`src/rtl/bus_cycle_arbiter.sv`:
```
// External bus cycle sequencer: CPU cycles run SETUP/STROBE/HOLD with WAIT extension
// and timeout; a DMA master can take the bus between cycles.
module bus_cycle_arbiter #(
  parameter int WAIT_TIMEOUT = 255
) (
  input  logic        clk,
  input  logic        arst,
  input  logic        cpu_req,
  input  logic        cpu_we,
  input  logic        cpu_mem_io,
  input  logic [21:0] cpu_addr,
  input  logic [7:0]  cpu_wdata,
  output logic [7:0]  cpu_rdata,
  output logic        cpu_ack,
  output logic        bus_err,
  input  logic        dma_req,
  output logic        dma_ack,
  input  logic        WAIT,
  input  logic [7:0]  data_in,
  output logic [21:0] addr,
  output logic [7:0]  data_out,
  output logic        data_oe,
  output logic        rd,
  output logic        wr,
  output logic        mem_io
);

  // state  | meaning
  // IDLE   | bus parked, addr/mem_io hold last value
  // SETUP  | address/data valid, strobes low (1 cycle)
  // STROBE | rd or wr active, extended by WAIT up to the timeout
  // HOLD   | strobes low, cpu_ack/bus_err pulse (1 cycle)
  // GRANT  | bus released to the DMA master
  typedef enum logic [2:0] {IDLE, SETUP, STROBE, HOLD, GRANT} state_t;

  localparam logic [7:0] TIMEOUT = 8'(WAIT_TIMEOUT);

  state_t      state_q, state_d;
  logic        we_q, we_d;
  logic [7:0]  wcnt_q, wcnt_d;
  logic        tout_q, tout_d;
  logic        favor_q, favor_d;
  logic [21:0] addr_d;
  logic [7:0]  data_out_d, rdata_d;
  logic        data_oe_d, rd_d, wr_d, mem_io_d, ack_d, err_d, dma_ack_d;

  always_ff @(posedge clk or negedge arst) begin
    if (!arst) begin
      state_q   <= IDLE;
      we_q      <= 1'b0;
      wcnt_q    <= 8'd0;
      tout_q    <= 1'b0;
      favor_q   <= 1'b0;
      addr      <= 22'd0;
      data_out  <= 8'd0;
      data_oe   <= 1'b0;
      rd        <= 1'b0;
      wr        <= 1'b0;
      mem_io    <= 1'b0;
      cpu_ack   <= 1'b0;
      bus_err   <= 1'b0;
      dma_ack   <= 1'b0;
      cpu_rdata <= 8'd0;
    end else begin
      state_q   <= state_d;
      we_q      <= we_d;
      wcnt_q    <= wcnt_d;
      tout_q    <= tout_d;
      favor_q   <= favor_d;
      addr      <= addr_d;
      data_out  <= data_out_d;
      data_oe   <= data_oe_d;
      rd        <= rd_d;
      wr        <= wr_d;
      mem_io    <= mem_io_d;
      cpu_ack   <= ack_d;
      bus_err   <= err_d;
      dma_ack   <= dma_ack_d;
      cpu_rdata <= rdata_d;
    end
  end

  // Outputs are computed for the state being entered so every pin comes straight off a flop.
  always_comb begin
    state_d    = state_q;
    we_d       = we_q;
    wcnt_d     = wcnt_q;
    tout_d     = tout_q;
    favor_d    = favor_q;
    addr_d     = addr;
    data_out_d = data_out;
    data_oe_d  = data_oe;
    mem_io_d   = mem_io;
    rdata_d    = cpu_rdata;
    rd_d       = 1'b0;
    wr_d       = 1'b0;
    ack_d      = 1'b0;
    err_d      = 1'b0;
    dma_ack_d  = 1'b0;

    case (state_q)
      IDLE: begin
        favor_d = 1'b0;
        if (dma_req && !(cpu_req && favor_q)) begin
          state_d    = GRANT;
          dma_ack_d  = 1'b1;
          addr_d     = 22'd0;
          data_out_d = 8'd0;
          data_oe_d  = 1'b0;
          mem_io_d   = 1'b0;
        end else if (cpu_req) begin
          state_d    = SETUP;
          we_d       = cpu_we;
          addr_d     = cpu_addr;
          mem_io_d   = cpu_mem_io;
          data_out_d = cpu_wdata;
          data_oe_d  = cpu_we;
          wcnt_d     = 8'd0;
          tout_d     = 1'b0;
        end
      end
      SETUP: begin
        state_d = STROBE;
        rd_d    = ~we_q;
        wr_d    = we_q;
      end
      STROBE: begin
        if (WAIT) begin
          wcnt_d = wcnt_q + 8'd1;
          if (wcnt_q + 8'd1 == TIMEOUT) begin
            state_d = HOLD;
            tout_d  = 1'b1;
            ack_d   = 1'b1;
            err_d   = 1'b1;
            if (!we_q) rdata_d = 8'hFF;
          end else begin
            rd_d = ~we_q;
            wr_d = we_q;
          end
        end else begin
          state_d = HOLD;
          ack_d   = 1'b1;
          err_d   = tout_q;
          if (!we_q) rdata_d = data_in;
        end
      end
      HOLD: begin
        state_d   = IDLE;
        data_oe_d = 1'b0;
      end
      GRANT: begin
        if (dma_req) begin
          dma_ack_d = 1'b1;
        end else begin
          state_d = IDLE;
          favor_d = 1'b1;
        end
      end
      default: state_d = IDLE;
    endcase
  end

endmodule

```
`config.mk`:
```
export PLATFORM = sky130hd
export DESIGN_NAME = bus_cycle_arbiter
export DESIGN_NICKNAME = d
export VERILOG_FILES = /design/src/rtl/bus_cycle_arbiter.sv
export SDC_FILE = /design/constraint.sdc
export NUM_CORES = 1
export LEC_CHECK = 0
export ABC_AREA = 1
export CAP_MARGIN = 10
export CORE_UTILIZATION = 56
export DETAILED_ROUTE_END_ITERATION = 6
export DONT_BUFFER_PORTS = 1
export PLACE_DENSITY = 0.85
export SETUP_SLACK_MARGIN = 0.1
export SLEW_MARGIN = 20
export SYNTH_ARGS = -nofsm -noshare
export SYNTH_HDL_FRONTEND = slang
export SYNTH_SLANG_ARGS = --single-unit
```
`constraint.sdc`:
```
create_clock -name clk -period 1.41 [get_ports clk]
set_input_delay 0.141 -clock clk [delete_from_list [all_inputs] [get_ports clk]]
set_output_delay 0.141 -clock clk [all_outputs]
set_load 0.005 [all_outputs]
```
==> qor.yml <==
sta:
  clock.fmax_ghz: 0.530
  finalHoldViolCount: 59
  clock_skew_ps: 11.2
  hold_ws_ps: -519
  worstMarginPinSlew_ps: 609
  rsz0062_at_grt: "true"
  finalSetupTns_ps: -6830
  slew_viol_final: 0
  max_slew_margin_pct: 59.4
  setup_ws_ps: -476
  period_share_pct: 134
  setup_viol: 48
  min_period_ps: 1890
die:
  chipHeight_um: 70.0
  start_util_pct: 58.7
  rows: 24
  io_pins: 90
  die_w_um: 70.0
  dieArea_mm2: 0.00491
  core_area_mm2: 0.00441
finish:
  multi_input_comb_area_mm2: 0.00146
  synthToLayoutAreaGrowth_pct: 56.4
  final_core_utilization_pct: 91.8
  nets: 425
  fin_cells: 433
  final_layout_size_suffix_gt1_share_pct: 47.5
  fillCellCount: 148
  postLayoutCellArea_mm2: 0.00405
  ff_latch_area_mm2: 0.00148
  antenna_cells: 0
placed_design:
  hpwl_um: 3730
  pre_cts_slack_ps: -288
  numPortBuffers: 0
  gp_congestion: 0.921
  dpl_cell_area_mm2: 0.00279
  dp.cells: 367
drt:
  wl_per_cell_um: 24.7
  drc: 1
  viasPerCell: 6.41
  vias: 2774
  wirelength_um: 10700
  final_antenna_net_count: 0
  first_pass_iters: 7
  drt_iter0_drc: 370
synth:
  synth_nets: 350
  synth_top_area_share_pct: 56.9
  yosys.area.top_type: "dfrtp_1"
  synthDistinctLibCells: 24
  synth_commonest_cells: "110 x nand2_1, 59 x dfrtp_1, 47 x nand3_1, 19 x inv_1, 14 x nor2_1"
  synth_area_mm2: 0.00259
  synth_area_leaders: "dfrtp_1 57%, nand2_1 16%, nand3_1 9.1%, inv_1 2.8%, nor2_1 2.0%"
  synth.ff_latch_count: 59
  yosysSeqAreaShare_pct: 56.9
  ys_warn_count: 0
  yosysMostFrequentCell: "nand2_1"
  avgSynthCellArea_um2: 8.56
  synth-async-reset-ratio_pct: 100
  synth_edf_count: 0
  ys.flop_type: "dfrtp_1"
  syn_inst: 303
power_and_ir_drop:
  power.total_mw: 8.65
  p_per_area_mw_per_mm2: 2130
  leakage_nw: 1.91
  vdd_drop_max_mv: 1.60
global_routing:
  grt_start_max_net_pins: 60
  overflow: 0
  antenna_found_initial: 1
  grt_usage_pct: 28.6
  grt_pass1_vias: 2423
  grt_pass1_wl_um: 10800
worst_setup_path:
  worst-r2r-setup-slack_ps: -480
  cp.required_ps: 1690
  slowest_delay_ps: 440
  cp.arrival_ps: 2170
  cp_max_fo: 4
  critPathLaunchType: "flop"
  critPathCapture: "cpu_rdata[3]"
  reg2reg_to: "cpu_rdata[3]"
  critical-path-top-delay-family: "simple AND/OR/NAND/NOR gates"
  crit_top_cell: "nand2_1"
  critPathBufInv: 1
  cp.depth: 11
  end_kind: "flop"
  path_cells: "nand2_1 > nor2_1 > nand2_1 > nand2_1 > nand2_2 > nor2_4 > nand3_2 > nand2_4 > buf_6 > nand3_2 > nand2_1"
  crit_type: "flop to flop"
  r2r-start: "wcnt_q[4]"
  r2r_cells: 11
  crit_start: "wcnt_q[4]"
  crit_slowest_cell: "dfrtp_1"
run_status:
  status: "finished with violations"
  violations: "DRC, hold timing, setup timing"
flow_run:
  drv_cap: 0
clock_network:
  cts_buffer_depth: 2
  postCtsHoldBufs: 33
  cts.sinks: 59
  root_buffer: "clkbuf_8"
  cts_inserted_buffers: 9
  cts_max_level: 3
  cts_tree: "yes"
  worstSkewPairLatency_ps: 350
  clk_pin_slew_ps: 70
worst_hold_path:
  hold_path.class: "primary input to async pin"
## flip-flops by register name, summed over array words and instances, names as in the netlist
| name | count |
|---|---|
| addr | 22 |
| bus_err | 1 |
| cpu_ack | 1 |
| cpu_rdata | 8 |
| data_oe | 1 |
| data_out | 8 |
| dma_ack | 1 |
| favor_q | 1 |
| mem_io | 1 |
| rd | 1 |
| state_q | 3 |
| tout_q | 1 |
| wcnt_q | 8 |
| we_q | 1 |
| wr | 1 |
## cell families after synthesis
logic type	Yosys count	synth area share (%)
adders and majority gates	2	0.965
buffers and inverters	32	5.36
AOI/OAI and AO/OA	20	4.78
and+or+nand+nor	190	32.0
DFF	59	56.9
## area by class of cell
type / instances / share of cell area (%)
well taps: 52 / 1.60
flip-flops and latches: 59 / 36.6
clock inverters: 3 / 0.988
inverters: 20 / 2.10
clock buffers: 11 / 3.49
multi-input cells: 213 / 36.0
repair buffers: 75 / 19.2
## layout by cell type (no fill, tap or decap), drive strengths merged
cell type      n
o21a           1
or2            8
nor2          16
bufinv         1
o22ai          1
nand4          2
nand3         49
a32oi          1
inv           19
clkbuf        14
o21ai          8
o21bai         2
ha             2
a21oi          4
dlygate4sd3   33
dfrtp         59
clkinv         3
o31ai          3
nand2        115
buf           39
nand3b         1
## per-layer routing
layer / global-route usage (%) / part of all wire, % / vias up
li1: - / - / 1120
met1: 32.4 / 34 / 1318
met2: 50.0 / 49 / 259
met3: 8.23 / 10 / 77
met4: 12.4 / 6.4 / 0
met5: 0 / 0 / -
## report_power, final
part           switching, mW  internal (mW)
clock network          0.691          0.840
logic                   2.37           1.71
registers              0.723           2.32
## how the worst min path moves through the flow
stage,start,end,slack [ps],depth (start not counted)
after floorplan,arst,addr[0],-150,0
after global placement,arst,cpu_rdata[4],-150,0
after detailed placement,arst,cpu_rdata[6],-150,0
after CTS,arst,cpu_rdata[2],-510,0
after global routing,arst,wr,-530,0
final,arst,cpu_rdata[0],-520,0
## what timing repair did
| item | CTS | global route |
|---|---|---|
| pin swaps | 18 | 44 |
| setup buffers | 8 | 7 |
| endpoints found under the setup margin | 48 | 55 |
| resized for setup | 44 | 115 |
| gates cloned | 1 | 5 |
| hold endpoints to repair | 93 | 59 |
Power figures use the tool's default switching activity.
